## src/rtl/cmp_iter.sv

```systemverilog
// Iterative magnitude comparator: walks the operands one CHUNK-bit slice per cycle,
// MSB slice first, stopping at the first slice that differs.
module cmp_iter #(
    parameter int WIDTH = 32,
    parameter int CHUNK = 8
) (
    input  logic                                  clk,
    input  logic                                  rst,
    input  logic                                  in_valid,
    output logic                                  in_ready,
    input  logic [WIDTH-1:0]                      A,
    input  logic [WIDTH-1:0]                      B,
    input  logic                                  signed_mode,
    output logic                                  out_valid,
    input  logic                                  out_ready,
    output logic                                  GT,
    output logic                                  LT,
    output logic                                  EQ,
    output logic [$clog2(WIDTH/CHUNK):0]          slices
);

    localparam int N  = WIDTH / CHUNK;
    localparam int SW = $clog2(N) + 1;
    localparam int IW = (N > 1) ? $clog2(N) : 1;

    localparam logic [IW-1:0] LAST_IDX = IW'(N - 1);
    localparam logic [SW-1:0] N_SW     = SW'(N);
    localparam logic [CHUNK-1:0] SIGN_FLIP = {1'b1, {(CHUNK-1){1'b0}}};

    localparam logic [1:0] S_IDLE = 2'd0;
    localparam logic [1:0] S_RUN  = 2'd1;
    localparam logic [1:0] S_DONE = 2'd2;

    generate
        if ((CHUNK > WIDTH) || ((WIDTH % CHUNK) != 0)) begin : g_bad_params
            $error("cmp_iter: WIDTH must be a non-zero multiple of CHUNK");
        end
    endgenerate

    logic [1:0]       r_state;
    logic [WIDTH-1:0] r_a;
    logic [WIDTH-1:0] r_b;
    logic             r_signed;
    logic [IW-1:0]    r_idx;
    logic             r_gt;
    logic             r_lt;
    logic             r_eq;
    logic [SW-1:0]    r_slices;

    logic [WIDTH-1:0] w_shA;
    logic [WIDTH-1:0] w_shB;
    logic [CHUNK-1:0] w_sliceA;
    logic [CHUNK-1:0] w_sliceB;
    logic [SW-1:0]    w_count;

    // Flipping the sign bit of the top slice turns a two's-complement compare
    // into an unsigned one; lower slices are magnitude bits either way.
    always_comb begin
        w_shA    = r_a >> (32'(r_idx) * CHUNK);
        w_shB    = r_b >> (32'(r_idx) * CHUNK);
        w_sliceA = w_shA[CHUNK-1:0];
        w_sliceB = w_shB[CHUNK-1:0];
        if (r_signed && (r_idx == LAST_IDX)) begin
            w_sliceA = w_sliceA ^ SIGN_FLIP;
            w_sliceB = w_sliceB ^ SIGN_FLIP;
        end
        w_count = N_SW - SW'(r_idx);
    end

    always_ff @(posedge clk or posedge rst) begin
        if (rst) begin
            r_state  <= S_IDLE;
            r_a      <= '0;
            r_b      <= '0;
            r_signed <= 1'b0;
            r_idx    <= '0;
            r_gt     <= 1'b0;
            r_lt     <= 1'b0;
            r_eq     <= 1'b0;
            r_slices <= '0;
        end else begin
            case (r_state)
                S_IDLE: begin
                    if (in_valid) begin
                        r_a      <= A;
                        r_b      <= B;
                        r_signed <= signed_mode;
                        r_idx    <= LAST_IDX;
                        r_state  <= S_RUN;
                    end
                end
                S_RUN: begin
                    if (w_sliceA != w_sliceB) begin
                        r_gt     <= (w_sliceA > w_sliceB);
                        r_lt     <= (w_sliceA < w_sliceB);
                        r_slices <= w_count;
                        r_state  <= S_DONE;
                    end else if (r_idx == '0) begin
                        r_eq     <= 1'b1;
                        r_slices <= N_SW;
                        r_state  <= S_DONE;
                    end else begin
                        r_idx <= r_idx - 1'b1;
                    end
                end
                S_DONE: begin
                    if (out_ready) begin
                        r_gt     <= 1'b0;
                        r_lt     <= 1'b0;
                        r_eq     <= 1'b0;
                        r_slices <= '0;
                        r_state  <= S_IDLE;
                    end
                end
                default: begin
                    r_state <= S_IDLE;
                end
            endcase
        end
    end

    assign in_ready  = (r_state == S_IDLE);
    assign out_valid = (r_state == S_DONE);
    assign GT        = r_gt;
    assign LT        = r_lt;
    assign EQ        = r_eq;
    assign slices    = r_slices;

endmodule

```

## config.mk

```make
export PLATFORM = sky130hd
export DESIGN_NAME = cmp_iter
export DESIGN_NICKNAME = d
export VERILOG_FILES = /design/src/rtl/cmp_iter.sv
export SDC_FILE = /design/constraint.sdc
export NUM_CORES = 1
export LEC_CHECK = 0
export CAP_MARGIN = 15
export CORE_UTILIZATION = 52
export CTS_BUF_LIST = sky130_fd_sc_hd__clkbuf_8
export CTS_CLUSTER_SIZE = 8
export DETAILED_ROUTE_END_ITERATION = 16
export PLACE_DENSITY = 0.93
export SYNTH_ARGS = -nofsm -noshare
export SYNTH_HDL_FRONTEND = slang
export SYNTH_SLANG_ARGS = --single-unit
```

## constraint.sdc

```tcl
create_clock -name clk -period 3.3 [get_ports clk]
set_input_delay 0.66 -clock clk [delete_from_list [all_inputs] [get_ports clk]]
set_output_delay 0.66 -clock clk [all_outputs]
set_load 0.005 [all_outputs]
```

=== After elaboration in Yosys (flattened, before gate mapping) ===
Cells that the tools add are included.

* Latch bits: 0
* Register bits: 75
* Word-level logic and storage cells: 62
* Input bits: 69
* Memories kept: 0
* RAM bits: 0
* Bits in read-only memories: 0

* Divide/modulo/power cells: 0
* Bitwise logic cells: 2
* Shifts and indexed selects: 2
* Multiplexer cells: 23
* $lt $le $gt $ge: 2
* Equality and inequality tests: 11
* Reductions and logical operators: 11
* Multiply operators: 0
* $add $sub $neg: 2

{| class="wikitable"
|+ Operator list
! cell !! count
|-
| right shift 32 x 5 -> 8 bit || 2
|-
| 2-to-1 mux 8 bit || 2
|-
| 2-to-1 mux 2 bit || 7
|-
| != test 2 bit (second input constant) || 5
|-
| 2-to-1 mux 3 bit || 3
|-
| AND reduction 3 bit || 3
|-
| > comparator 8 bit || 1
|-
| < comparator 8 bit || 1
|-
| != test 8 bit || 1
|-
| AND reduction 4 bit || 2
|-
| case mux 1 bit (2 select lines) || 3
|-
| case mux 2 bit (3 select lines) || 1
|-
| case mux 3 bit (2 select lines) || 1
|-
| 2-to-1 mux 1 bit || 5
|-
| equality test 2 bit (second input constant) || 2
|-
| zero test 2 bit || 2
|-
| case mux 2 bit (2 select lines) || 1
|-
| nonzero test 2 bit || 2
|-
| != test 3 bit (second input constant) || 1
|-
| subtractor 3 x 2 -> 3 bit (first input constant) || 1
|-
| equality test 2 x 1 -> 1 bit (second input constant) || 1
|-
| != test 2 x 1 -> 1 bit (second input constant) || 1
|-
| inverter 1 bit || 2
|-
| AND reduction 2 bit || 1
|-
| other kinds (2) || 2
|}

=== Longest topological paths before layout ===
Gate-level depths: netlist (run 1).

* Word-level depth: 6
* Depth in mapped cells: 9
* Mapped depth without buffers: 8

=== Worst setup path after synthesis (run 1) ===
Ideal clock, no wire load.

* Path type: register to register
* Start: register r_idx[0]
* End: register r_idx[0]
* Slack: 0.908 ns
* Buffers on the path: 2
* Stages on the path, launching flop included: 9
* Arrival time: 2.261 ns
* Required time: 3.169 ns
* Period minus slack after synthesis: 2.392 ns
* Cells stage by stage: dfrtp_1 buf_6 buf_4 mux4_2 ha_1 nand4_2 nor2_1 a21boi_0 a31oi_1

* Word-level cells in the longest chain between the ends: 6

{| class="wikitable"
|+ RTL lines
! what !! RTL line !! RTL
|-
| from (decl) || 44 || <nowiki>logic [IW-1:0] r_idx;</nowiki>
|-
| from (signal assigned) || 103 || <nowiki>r_idx <= r_idx - 1'b1;</nowiki>
|-
| right shift 32 x 5 -> 8 bit (tied with other cells) || 59 || <nowiki>w_shA = r_a >> (32'(r_idx) * CHUNK);</nowiki>
|-
| inverter 1 bit (no source line) / logical AND 1 bit (equally long branches) || -- ||
|-
| 2-to-1 mux 8 bit || 63 || <nowiki>if (r_signed && (r_idx == LAST_IDX)) begin</nowiki>
|-
| != test 8 bit || 93 || <nowiki>if (w_sliceA != w_sliceB) begin</nowiki>
|-
| != test 2 bit (no source line) || -- ||
|-
| AND reduction 4 bit (no source line) || -- ||
|}

Several ways; a longest one is shown, not always the timed one. The select of a mux whose other input is x is not followed.
A chain may end at the register's enable or synchronous reset.

=== Worst setup path in the final report (run 1) ===
* Start: register r_idx[0]
* End: register r_idx[1]

Same word-level chain as after synthesis.

==> results.md, run 1 <==
- Largest cells by area after synthesis: dfrtp_1 53%, mux2_1 13%, mux4_2 10%, mux2_2 8.0%, ha_1 3.5%
- CTS root buf: clkbuf_8
- Post-CTS Resized: 0
- Layout cells sized above 1: 21.38%
- Relative slew slack: 57.47%
- Antenna diode count: 0
- Hold EP: r_b[3]$_DFFE_PP0P_
- IO Count: 77
- GPL Wtd Cong: 0.8710
- Total grt overflow: 0
- Asr flop ratio synth: 100.0%
- WP buf/inv: 1
- Worst-path cell chain: buf_4, mux4_2, ha_1, nand4_1, nor2_1, a21boi_0, a31oi_1
- DIE AREA: 7131 um2
- Worst-Skew Late Latency: 0.36 ns
- #FFs+latches synth: 75
- Peak VDD IR: 0.0004464 V
- Tot GR Track Use: 23.33%
- EDFF count, synth: 0
- CP startpoint: r_idx[0]$_DFFE_PP0P_
- Avg WL per Cell: 18.31 um
- Most frequent cell after synthesis: dfrtp_1
- Post-Syn Area: 3535 um2
- FILL cells: 422
- Cell Pwr Density: 869.8 nW/um2
- RSZ-0062 raised after global routing: no
- Setup crit end kind: flip-flop
- Setup_tns: 0 ns
- Die height: 84.45 um
- Sequential element share of the synthesized area: 53.10%
- Multi-input gate area: 1526 um2
- Final worst-path cycle share: 88.07%
- Total Wirelength: 7.232 mm
- Outcome: complete, but fails checks
- Tmin final: 2.906 ns
- Worst r2r path cells: 7
- First-pass DRT Iterations: 10
- CP Max Fanout: 10
- Max-Cap Viols: 0
- Syn_area_per_cell: 15.17 um2
- Routed Antenna Nets: 0
- Top-area cell type share of the netlist area: 53.10%
- FF-to-FF setup slack: 0.39 ns
- Crit path max-delay family: flip-flops
- Highest clock rate: 344.1 MHz
- First-pass GRT wire length: 12.48 mm
- Critical path startpoint category: flip-flop
- Clk_skew: 0.007235 ns
- CP Data Required Time: 3.50 ns
- Yosys cell types: 34
- CP arrival: 3.11 ns
- Largest net degree at the start of global routing: 76
- Largest area contributor in the netlist: dfrtp_1
- Reg2reg start: r_idx[0]$_DFFE_PP0P_
- DRC Markers: 3
- Failing checks: DRC
- Synth Instances: 233
- Initial Utilization: 54.73%
- Vias in the first global route: 2553
- Detail Placement HPWL: 5.156 mm
- Die span in x: 84.45 um
- Worst-Margin Slew: 0.6367 ns
- Initial antenna violation count: 0
- Critical-path top delay cell: dfrtp_1
- # rows: 29
- Final Slew Violations: 0
- Final setup vio count: 0
- Top FF cell, synth: dfrtp_1
- Finished Core Util: 71.29%
- Commonest cells post-synth: 75 x dfrtp_1, 40 x mux2_1, 25 x mux2_2, 16 x mux4_2, 11 x inv_1
- Hold path startpoint: r_b[3]$_DFFE_PP0P_
- Total core area: 6459 um2
- CTS Buf Count: 9
- Via Count: 2318
- RR Endpoint: r_idx[1]$_DFFE_PP0P_
- Post-CTS Setup Repair Bufs: 0
- Nets: 392
- Vias per cell: 5.868
- Max clock buf depth: 2
- TritonCTS clock tree: done
- Syn Nets: 312
- Hold path cells: 1
- Hold_buf cts: 0
- CP max stage delay: 0.60 ns
- Clk sinks: 75
- Final Hold Vio Count: 0
- Reg clk slew, reported paths: 0.07 ns
- Leak: 0.001949 uW
- Hold crit path type: flip-flop to flip-flop
- PortBufs: 76
- CP Class: flip-flop to flip-flop
- Ys Warns: 0
- Initial DRC count: 199
- H-tree depth: 3
- Reg area: 1877 um2
- Area Growth Syn to Fin: 30.27%
-- how the worst max path moves through the flow --
stage | end | slack (ns) | cells after the start
3_3_place_gp | r_idx[0]$_DFFE_PP0P_ | 0.70 | 7
2_1_floorplan | EQ$_DFFE_PP0P_ | 0.73 | 1
6_report | r_idx[1]$_DFFE_PP0P_ | 0.39 | 7
5_1_grt | r_idx[1]$_DFFE_PP0P_ | 0.18 | 7
4_1_cts | r_idx[1]$_DFFE_PP0P_ | 0.44 | 7
3_5_place_dp | r_idx[1]$_DFFE_PP0P_ | 0.58 | 7
-- layer usage --
layer | global-route usage, % | wire length [um]
met3 | 5.015 | 420
met4 | 13.56 | 263
met1 | 26.90 | 2723
met5 | 0 | 0
met2 | 40.46 | 3826
-- layout make-up --
type / count / share of cell area (%)
inverter: 11 / 0.8967
multi-input combinational: 135 / 33.15
tap: 77 / 2.092
clock buffer: 9 / 2.690
sequential: 75 / 40.76
timing repair buffer: 81 / 17.88
clock inverter: 7 / 2.527
-- metrics by stage --
step / total power (uW) / std cells / cell area (um2) / hold WS, ns / worst slack (ns)
2_1_floorplan: 2689 / 233 / 3535 / 0.4524 / 0.7300
3_3_place_gp: 3042 / 379 / 4364 / 0.4654 / 0.6966
3_5_place_dp: 3132 / 379 / 4364 / 0.4702 / 0.5771
4_1_cts: 4026 / 395 / 4604 / 0.4896 / 0.4432
5_1_grt: 4252 / 395 / 4604 / 0.5168 / 0.1817
6_report: 4005 / 395 / 4604 / 0.4847 / 0.3936
-- registers in the layout, indices dropped and copies added, names as in the netlist --
signal	cells
r_a	32
GT	1
EQ	1
slices	3
LT	1
r_state	2
r_idx	2
r_b	32
r_signed	1
-- kinds of logic (layout without fill, tap and decap cells) --
kind of cell | count (synthesis) | after routing | share of synthesized area [%]
buffers and inverters | 23 | 108 | 3.893
DFF | 75 | 75 | 53.10
muxes | 81 | 81 | 30.90
and+or+nand+nor | 16 | 16 | 2.797
xor gates and xnor gates | 2 | 2 | 0.4957
AOI/OAI and AO/OA | 26 | 26 | 5.274
adders and majority gates | 10 | 10 | 3.540
-- cells in the final DEF, fill, tap and decap left out, drive strengths merged, types with 2 or more instances in the layout --
master	netlist	routed
buf	12	5
nand2	3	3
a31oi	3	3
nor2	4	4
a211oi	2	2
a22o	2	2
clkdlybuf4s50	0	76
clkinv	0	3
a21o	2	2
dfrtp	75	75
mux2	65	65
a21oi	3	3
o21ai	5	5
nor2b	3	3
mux4	16	16
ha	10	10
o211ai	3	3
bufinv	0	3
nand4	2	2
clkbuf	0	9
inv	11	11
a32o	2	2
-- power by group --
part	switching (uW)	internal [uW]
Combinational	620	885
Sequential	285	1370
Clock	348	500
Total	1250	2750
-- worst register-to-register path: cells and delay by family, from the launching register on --
kind / cells / cell delay (ns)
AOI/OAI and AO/OA: 2 / 0.48
and+or+nand+nor: 2 / 0.58
adders and majority gates: 1 / 0.30
muxes: 1 / 0.51
DFF: 1 / 0.60
buffers and inverters: 1 / 0.28
Note: power is estimated with default switching activity, not from simulation.
==> run 2: changes to the inputs <==
==> constraint.sdc (replaced) <==
create_clock -name clk -period 3.3 [get_ports clk]
set_input_delay 0.66 -clock clk [delete_from_list [all_inputs] [get_ports clk]]
set_output_delay 0.66 -clock clk [all_outputs]
set_load 0.02 [all_outputs]
==> results of run 2 <==
Same layout as run 1 (identical final DEF). Status: complete, but fails checks: DRC.
Main changes from that run: total power 4005 uW -> 4044 uW; worst IR drop on VDD 0.0004464 V -> 0.0004469 V
==> run 3: changes to the inputs <==
--- a/config.mk
+++ b/config.mk
@@ -11,6 +11,7 @@
 export CTS_CLUSTER_SIZE = 8
 export DETAILED_ROUTE_END_ITERATION = 16
 export PLACE_DENSITY = 0.93
+export SETUP_SLACK_MARGIN = 0.02
 export SYNTH_ARGS = -nofsm -noshare
 export SYNTH_HDL_FRONTEND = slang
 export SYNTH_SLANG_ARGS = --single-unit
==> results of run 3 <==
Same layout as run 1 (identical final DEF). Status: complete, but fails checks: DRC.
Main changes from that run: total power 4005 uW -> 4044 uW; worst IR drop on VDD 0.0004464 V -> 0.0004469 V
